<file path="src/rtl/balloon_pkg.sv">
// Shared types and constants for the balloon sprite sequencers.
package balloon_pkg;

  typedef enum logic [2:0] {
    ST_SYNC  = 3'd0,
    ST_IDLE  = 3'd1,
    ST_ERASE = 3'd2,
    ST_LOAD  = 3'd3,
    ST_MOVE  = 3'd4,
    ST_DONE  = 3'd5
  } state_e;

  localparam int SCREEN_W   = 160;
  localparam int SCREEN_H   = 120;
  localparam int SPRITE_DIM = 16;

  localparam logic [7:0] LFSR_SEED    = 8'hA5;
  localparam logic [7:0] LFSR_TAPS    = 8'hB8;  // taps 8,6,5,4, right-shifting Galois form
  localparam logic [7:0] SPAWN_X_BASE = 8'd16;

  function automatic logic [7:0] lfsr_next(input logic [7:0] v);
    return {1'b0, v[7:1]} ^ (v[0] ? LFSR_TAPS : 8'h00);
  endfunction

endpackage

</file>
<file path="src/rtl/balloon_motion_sequencer_pass_counter.sv">
// 8-bit pass counter; wrap_o flags the last of 256 counted cycles.
module pass_counter (
  input  logic clk,
  input  logic reset,
  input  logic start_i,
  input  logic run_i,
  output logic wrap_o
);

  logic [7:0] count_q;

  always_ff @(posedge clk) begin
    if (reset || start_i) begin
      count_q <= 8'd0;
    end else if (run_i) begin
      count_q <= count_q + 8'd1;
    end
  end

  assign wrap_o = run_i && (count_q == 8'hFF);

endmodule

</file>
<file path="src/rtl/balloon_motion_sequencer.sv">
// Per-frame erase / move command sequencer for balloon_sprite_control.
// BALLOON_RANDOM_SPAWN_EN selects an LFSR-randomised respawn column.
module balloon_motion_sequencer
  import balloon_pkg::*;
#(
  parameter logic [7:0] SPAWN_X   = 8'((SCREEN_W - SPRITE_DIM) / 2),
  parameter logic [6:0] SPAWN_Y   = 7'(SCREEN_H - SPRITE_DIM),
  parameter int         TOP_LIMIT = 2
`ifdef BALLOON_RANDOM_SPAWN_EN
  ,
  parameter int         X_SPAN    = 128
`endif
) (
  input  logic       clk,
  input  logic       reset,
  input  logic       frame_tick,
  input  logic       enable,
  input  logic [3:0] speed,
  input  logic       sprite_complete,
  input  logic [7:0] pos_x,
  input  logic [6:0] pos_y,
  output logic       draw,
  output logic       clear,
  output logic       shift_h,
  output logic       shift_v,
  output logic       load,
  output logic [6:0] shift_amount,
  output logic [7:0] load_x,
  output logic [6:0] load_y,
  output logic       plot,
  output logic       busy,
  output logic       frame_done,
  output logic       overrun
);

  state_e     state_q;
  logic       respawn_q;
  logic [3:0] spd_q;
  logic       draw_q, clear_q, shift_v_q, load_q, plot_q, busy_q, done_q, ovr_q;
  logic [6:0] shamt_q;
  logic [7:0] load_x_q;

  logic       run, start, wrap, respawn_now;
  logic [6:0] move_shamt;
  logic [7:0] spawn_x;
  logic       unused_pos_x;

  assign run         = (state_q == ST_ERASE) || (state_q == ST_MOVE);
  assign start       = (state_q == ST_IDLE) && frame_tick && enable;
  assign respawn_now = {1'b0, pos_y} <= (8'(TOP_LIMIT) + {4'd0, speed});
  // Sprite y wraps mod 128, so the two's complement of spd moves the balloon up.
  assign move_shamt  = (respawn_q || (spd_q == 4'd0)) ? 7'd0 : (7'd0 - {3'd0, spd_q});
  assign unused_pos_x = ^pos_x;

  pass_counter u_pass_counter (
    .clk     (clk),
    .reset   (reset),
    .start_i (start),
    .run_i   (run),
    .wrap_o  (wrap)
  );

`ifdef BALLOON_RANDOM_SPAWN_EN
  logic [7:0] lfsr_q, lfsr_d;
  assign lfsr_d  = lfsr_next(lfsr_q);
  assign spawn_x = SPAWN_X_BASE + 8'(lfsr_q % X_SPAN);

  always_ff @(posedge clk) begin
    if (reset) lfsr_q <= LFSR_SEED;
    else       lfsr_q <= lfsr_d;
  end
`else
  assign spawn_x = SPAWN_X;
`endif

  always_ff @(posedge clk) begin
    if (reset) begin
      state_q   <= ST_SYNC;
      respawn_q <= 1'b0;
      spd_q     <= 4'd0;
      draw_q    <= 1'b0;
      clear_q   <= 1'b0;
      shift_v_q <= 1'b0;
      load_q    <= 1'b0;
      plot_q    <= 1'b0;
      busy_q    <= 1'b0;
      done_q    <= 1'b0;
      ovr_q     <= 1'b0;
      shamt_q   <= 7'd0;
      load_x_q  <= SPAWN_X;
    end else begin
      ovr_q     <= frame_tick && (state_q != ST_IDLE);
      draw_q    <= 1'b0;
      clear_q   <= 1'b0;
      shift_v_q <= 1'b0;
      load_q    <= 1'b0;
      plot_q    <= 1'b0;
      done_q    <= 1'b0;
      shamt_q   <= 7'd0;
      busy_q    <= 1'b1;
      case (state_q)
        ST_SYNC: begin
          if (sprite_complete) begin
            state_q <= ST_IDLE;
            busy_q  <= 1'b0;
          end else begin
            {draw_q, clear_q, plot_q} <= 3'b111;
          end
        end
        ST_IDLE: begin
          if (start) begin
            state_q   <= ST_ERASE;
            respawn_q <= respawn_now;
            spd_q     <= speed;
            {draw_q, clear_q, plot_q} <= 3'b111;
          end else begin
            busy_q <= 1'b0;
          end
        end
        ST_ERASE: begin
          if (wrap && respawn_q) begin
            state_q  <= ST_LOAD;
            load_q   <= 1'b1;
            draw_q   <= 1'b1;
            load_x_q <= spawn_x;
          end else if (wrap) begin
            state_q <= ST_MOVE;
            {draw_q, shift_v_q, plot_q} <= 3'b111;
            shamt_q <= move_shamt;
          end else begin
            {draw_q, clear_q, plot_q} <= 3'b111;
          end
        end
        ST_LOAD: begin
          state_q <= ST_MOVE;
          {draw_q, shift_v_q, plot_q} <= 3'b111;
          shamt_q <= move_shamt;
        end
        ST_MOVE: begin
          if (wrap) begin
            state_q <= ST_DONE;
            done_q  <= 1'b1;
          end else begin
            {draw_q, shift_v_q, plot_q} <= 3'b111;
            shamt_q <= move_shamt;
          end
        end
        ST_DONE: begin
          state_q <= ST_IDLE;
          busy_q  <= 1'b0;
        end
        default: begin
          state_q <= ST_SYNC;
        end
      endcase
    end
  end

  assign draw         = draw_q;
  assign clear        = clear_q;
  assign shift_h      = 1'b0;
  assign shift_v      = shift_v_q;
  assign load         = load_q;
  assign shift_amount = shamt_q;
  assign load_x       = load_x_q;
  assign load_y       = SPAWN_Y;
  assign plot         = plot_q;
  assign busy         = busy_q;
  assign frame_done   = done_q;
  assign overrun      = ovr_q;

endmodule

</file>
<file path="config.mk">
export PLATFORM = sky130hd
export DESIGN_NAME = balloon_motion_sequencer
export DESIGN_NICKNAME = d
export VERILOG_FILES = /design/src/rtl/balloon_pkg.sv /design/src/rtl/balloon_motion_sequencer_pass_counter.sv /design/src/rtl/balloon_motion_sequencer.sv
export SDC_FILE = /design/constraint.sdc
export NUM_CORES = 1
export LEC_CHECK = 0
export BUFFER_PORTS_ARGS = -buffer_cell sky130_fd_sc_hd__buf_4
export CAP_MARGIN = 20
export CORE_UTILIZATION = 35
export CTS_CLUSTER_SIZE = 20
export DETAILED_ROUTE_END_ITERATION = 10
export GPL_TIMING_DRIVEN = 1
export PLACE_DENSITY = 0.61
export SKIP_CTS_REPAIR_TIMING = 1
export SYNTH_ARGS = -nofsm -noshare
export SYNTH_HDL_FRONTEND = slang
export SYNTH_SLANG_ARGS = --single-unit
export TNS_END_PERCENT = 1
</file>
<file path="constraint.sdc">
create_clock -name clk -period 1.4 [get_ports clk]
set_input_delay 0.28 -clock clk [delete_from_list [all_inputs] [get_ports clk]]
set_output_delay 0.28 -clock clk [all_outputs]
set_load 0.02 [all_outputs]
</file>
==> impl_metrics.py <==
metrics = {
    "cells_and_area": {
        "fill_cells": 406,
        "area_growth_from_synthesis_to_final_layout_pct": 36.6,
        "final_core_utilization_pct": 51.3,
        "drive_gt1_share_pct": 37.8,
        "final_nets": 261,
        "antenna_diode_count": 0,
    },
    "clocking": {
        "clkSinkCount": 29,
        "number_of_buffers_created_by_cts": 5,
        "clock_tree_from_tritoncts": "built",
        "cts.root.buffer_cell": "sky130_fd_sc_hd__clkbuf_8",
        "clkTransAtPathRegs_ns": 0.06,
        "clkLatencyLatePin_ns": 0.28,
        "cts_buffer_depth": 2,
        "ctsHtreeMaxLevel": 2,
    },
    "power_and_ir_drop": {
        "power_density_nw_per_um2": 1270,
        "ir_worst_vdd_mv": 0.481,
        "power.leakage_nw": 0.892,
        "design_power_total_mw": 2.70,
    },
    "outcome": {
        "result_of_the_run": "finished, final reports clean",
    },
    "worst_setup_path": {
        "cp_data_required_time_ns": 1.59,
        "crit_start": "u_pass_counter.count_q[1]",
        "crit-reg2reg-launch": "u_pass_counter.count_q[1]",
        "crit_arrival_ns": 1.57,
        "worst-setup-path-type": "reg -> reg",
        "worst-path-max-fanout": 4,
        "kind_of_start_point_of_the_critical_path": "flop",
        "cp-end-kind": "flop",
    },
    "hold_path": {
        "type_of_the_worst_min_delay_path": "in -> reg",
        "worstHoldStart": "reset",
    },
    "grt": {
        "global_route.overflow_total": 0,
        "number_of_global_route_vias_before_repair": 1148,
        "antenna_found_initial": 0,
        "groute.usage.overall_pct": 15.1,
        "grt_max_degree": 16,
        "grt_first_pass_wirelength_um": 5150,
    },
    "synthesis": {
        "syn-cell-area_sq_um": 1560,
        "synth-seq-cells": 29,
        "yosys-top-cells-area": "sky130_fd_sc_hd__dfxtp_1, sky130_fd_sc_hd__buf_4, sky130_fd_sc_hd__ha_1",
        "post_synth_num_cell_types": 41,
        "asyncSetResetFlopFracSynth_pct": 0,
        "postSynthAreaPerCell_sq_um": 8.79,
        "yosysSeqAreaShare_pct": 37.3,
        "synth_top_cell_by_area": "sky130_fd_sc_hd__dfxtp_1",
        "synthesis.yosys.warnings": 0,
        "yosys.cell_count.top_type": "sky130_fd_sc_hd__dfxtp_1",
        "post_synth_most_frequent_cells": "sky130_fd_sc_hd__dfxtp_1, sky130_fd_sc_hd__nor2_1, sky130_fd_sc_hd__buf_4, sky130_fd_sc_hd__xnor2_1, sky130_fd_sc_hd__ha_1",
        "synth_enable_flop_cells": 0,
        "post_synth_inst_count": 177,
        "ys.flop_type": "sky130_fd_sc_hd__dfxtp_1",
        "yosysTopAreaCellShare_pct": 37.3,
    },
    "sta": {
        "final_setup_violation_count": 0,
        "min_period_ns": 1.39,
        "clock-skew-final_ns": 0.00395,
        "final-hold-violation-count": 0,
        "share_of_the_clock_period_used_by_the_worst_path_after_layout_pct": 99.1,
        "holdWs_ns": 0.261,
        "timing.final.max_slew_violations": 0,
        "max_freq_mhz": 721,
        "worst_slack_ns": 0.0127,
        "rsz0062_at_grt": "yes",
    },
    "die": {
        "floorplan.die.width_um": 68.7,
        "top_level_ports": 55,
        "die-height_um": 68.7,
        "floorplan.initialDensity_pct": 37.6,
        "placementRows": 23,
        "fp.coreArea_sq_um": 4140,
        "floorplan.die_area_sq_um": 4720,
    },
    "detailed_routing": {
        "detail_route.drc_violations": 0,
        "ant_nets": 0,
        "routed_vias": 1311,
        "drt-initial-drc-count": 45,
        "drt_pass1_iterations": 4,
        "wirelength_um": 3240,
        "viasPerCell": 4.68,
        "wl_per_cell_um": 11.6,
    },
    "placed_design": {
        "finalWeightedCongestion": 0.788,
        "detailedPlacementHpwl_um": 2400,
        "post-place-ws_ns": -0.297,
        "port_buffers": 30,
    },
    "run": {
        "maxCapViolations": 0,
    },
}
power by group:
| group | switching (mW) | internal (mW) |
|---|---|---|
| clock | 0.322 | 0.342 |
| sequential | 0.0821 | 0.928 |
| combinational | 0.503 | 0.518 |
cell usage in the layout (no fill, tap or decap), drive strengths merged, types with 2 or more instances in the layout:
| cell type | count |
|---|---|
| ha | 8 |
| nor4b | 2 |
| and3 | 2 |
| nor4 | 6 |
| or2 | 2 |
| nor2 | 23 |
| o21ai | 5 |
| nand3 | 4 |
| nor3b | 4 |
| conb | 16 |
| a21oi | 7 |
| mux2i | 5 |
| clkinv | 2 |
| nand2 | 7 |
| o22ai | 2 |
| buf | 58 |
| nand4 | 2 |
| a2111oi | 2 |
| inv | 6 |
| clkbuf | 5 |
| dfxtp | 29 |
| nor3 | 4 |
| xnor2 | 9 |
| nand2b | 3 |
| nor2b | 3 |
critical path, cell delays in order, from the launching register on:
cell,delay [ns]
sky130_fd_sc_hd__dfxtp_2,0.35
sky130_fd_sc_hd__ha_4,0.16
sky130_fd_sc_hd__nand3_4,0.08
sky130_fd_sc_hd__or2_4,0.26
sky130_fd_sc_hd__a21o_1,0.19
sky130_fd_sc_hd__o41ai_2,0.25
area by class of cell:
cell class	instances	area (sq um)	area share, %
Timing Repair Buffer	58	448	21.1
Inverter	6	22.5	1.06
Clock inverter	3	17.5	0.824
Tap cell	50	62.6	2.94
Clock buffer	5	68.8	3.24
Sequential cell	29	589	27.7
Multi-Input combinational cell	129	917	43.1
through the flow:
stage,instance area [sq um],setup TNS (ns),instances
after floorplan,1650,-0.0780,191
after CTS,2050,-0.345,279
final,2130,0,280
after detailed placement,1960,-0.450,271
after global routing,2130,-0.274,280
after global placement,1960,-0.395,271
state kept, by name, indices dropped and copies added (netlist names):
register	flops
draw	1
u_pass_counter.count_q	8
frame_done	1
busy	1
spd_q	4
clear	1
load	1
respawn_q	1
plot	1
shift_amount	5
overrun	1
state_q	3
shift_v	1
logic make-up after synthesis:
group / Yosys count / share of synthesized area (%)
xor+xnor: 10 / 5.63
mux: 5 / 3.22
compound gates: 27 / 12.6
fa+ha+maj: 8 / 6.43
simple gates: 63 / 21.0
buf+inv: 33 / 13.3
flops: 29 / 37.3
other cells: 2 / 0.482
metal layers:
layer	vias up	track usage [%]	part of all wire (%)
li1	684	-	-
met1	585	20.3	48
met4	0	7.55	2.1
met3	6	5.10	4.7
met5	-	0	0
met2	36	21.1	45
final timing paths:
check             slack (ns)         endpoint  cells past startpoint
setup / recovery        0.01       state_q[1]                      5
hold / removal          0.26         spd_q[3]                      2
setup reg to reg        0.01       state_q[1]                      5
hold reg to reg         0.51  shift_amount[0]                      2
Power figures use the tool's default switching activity.
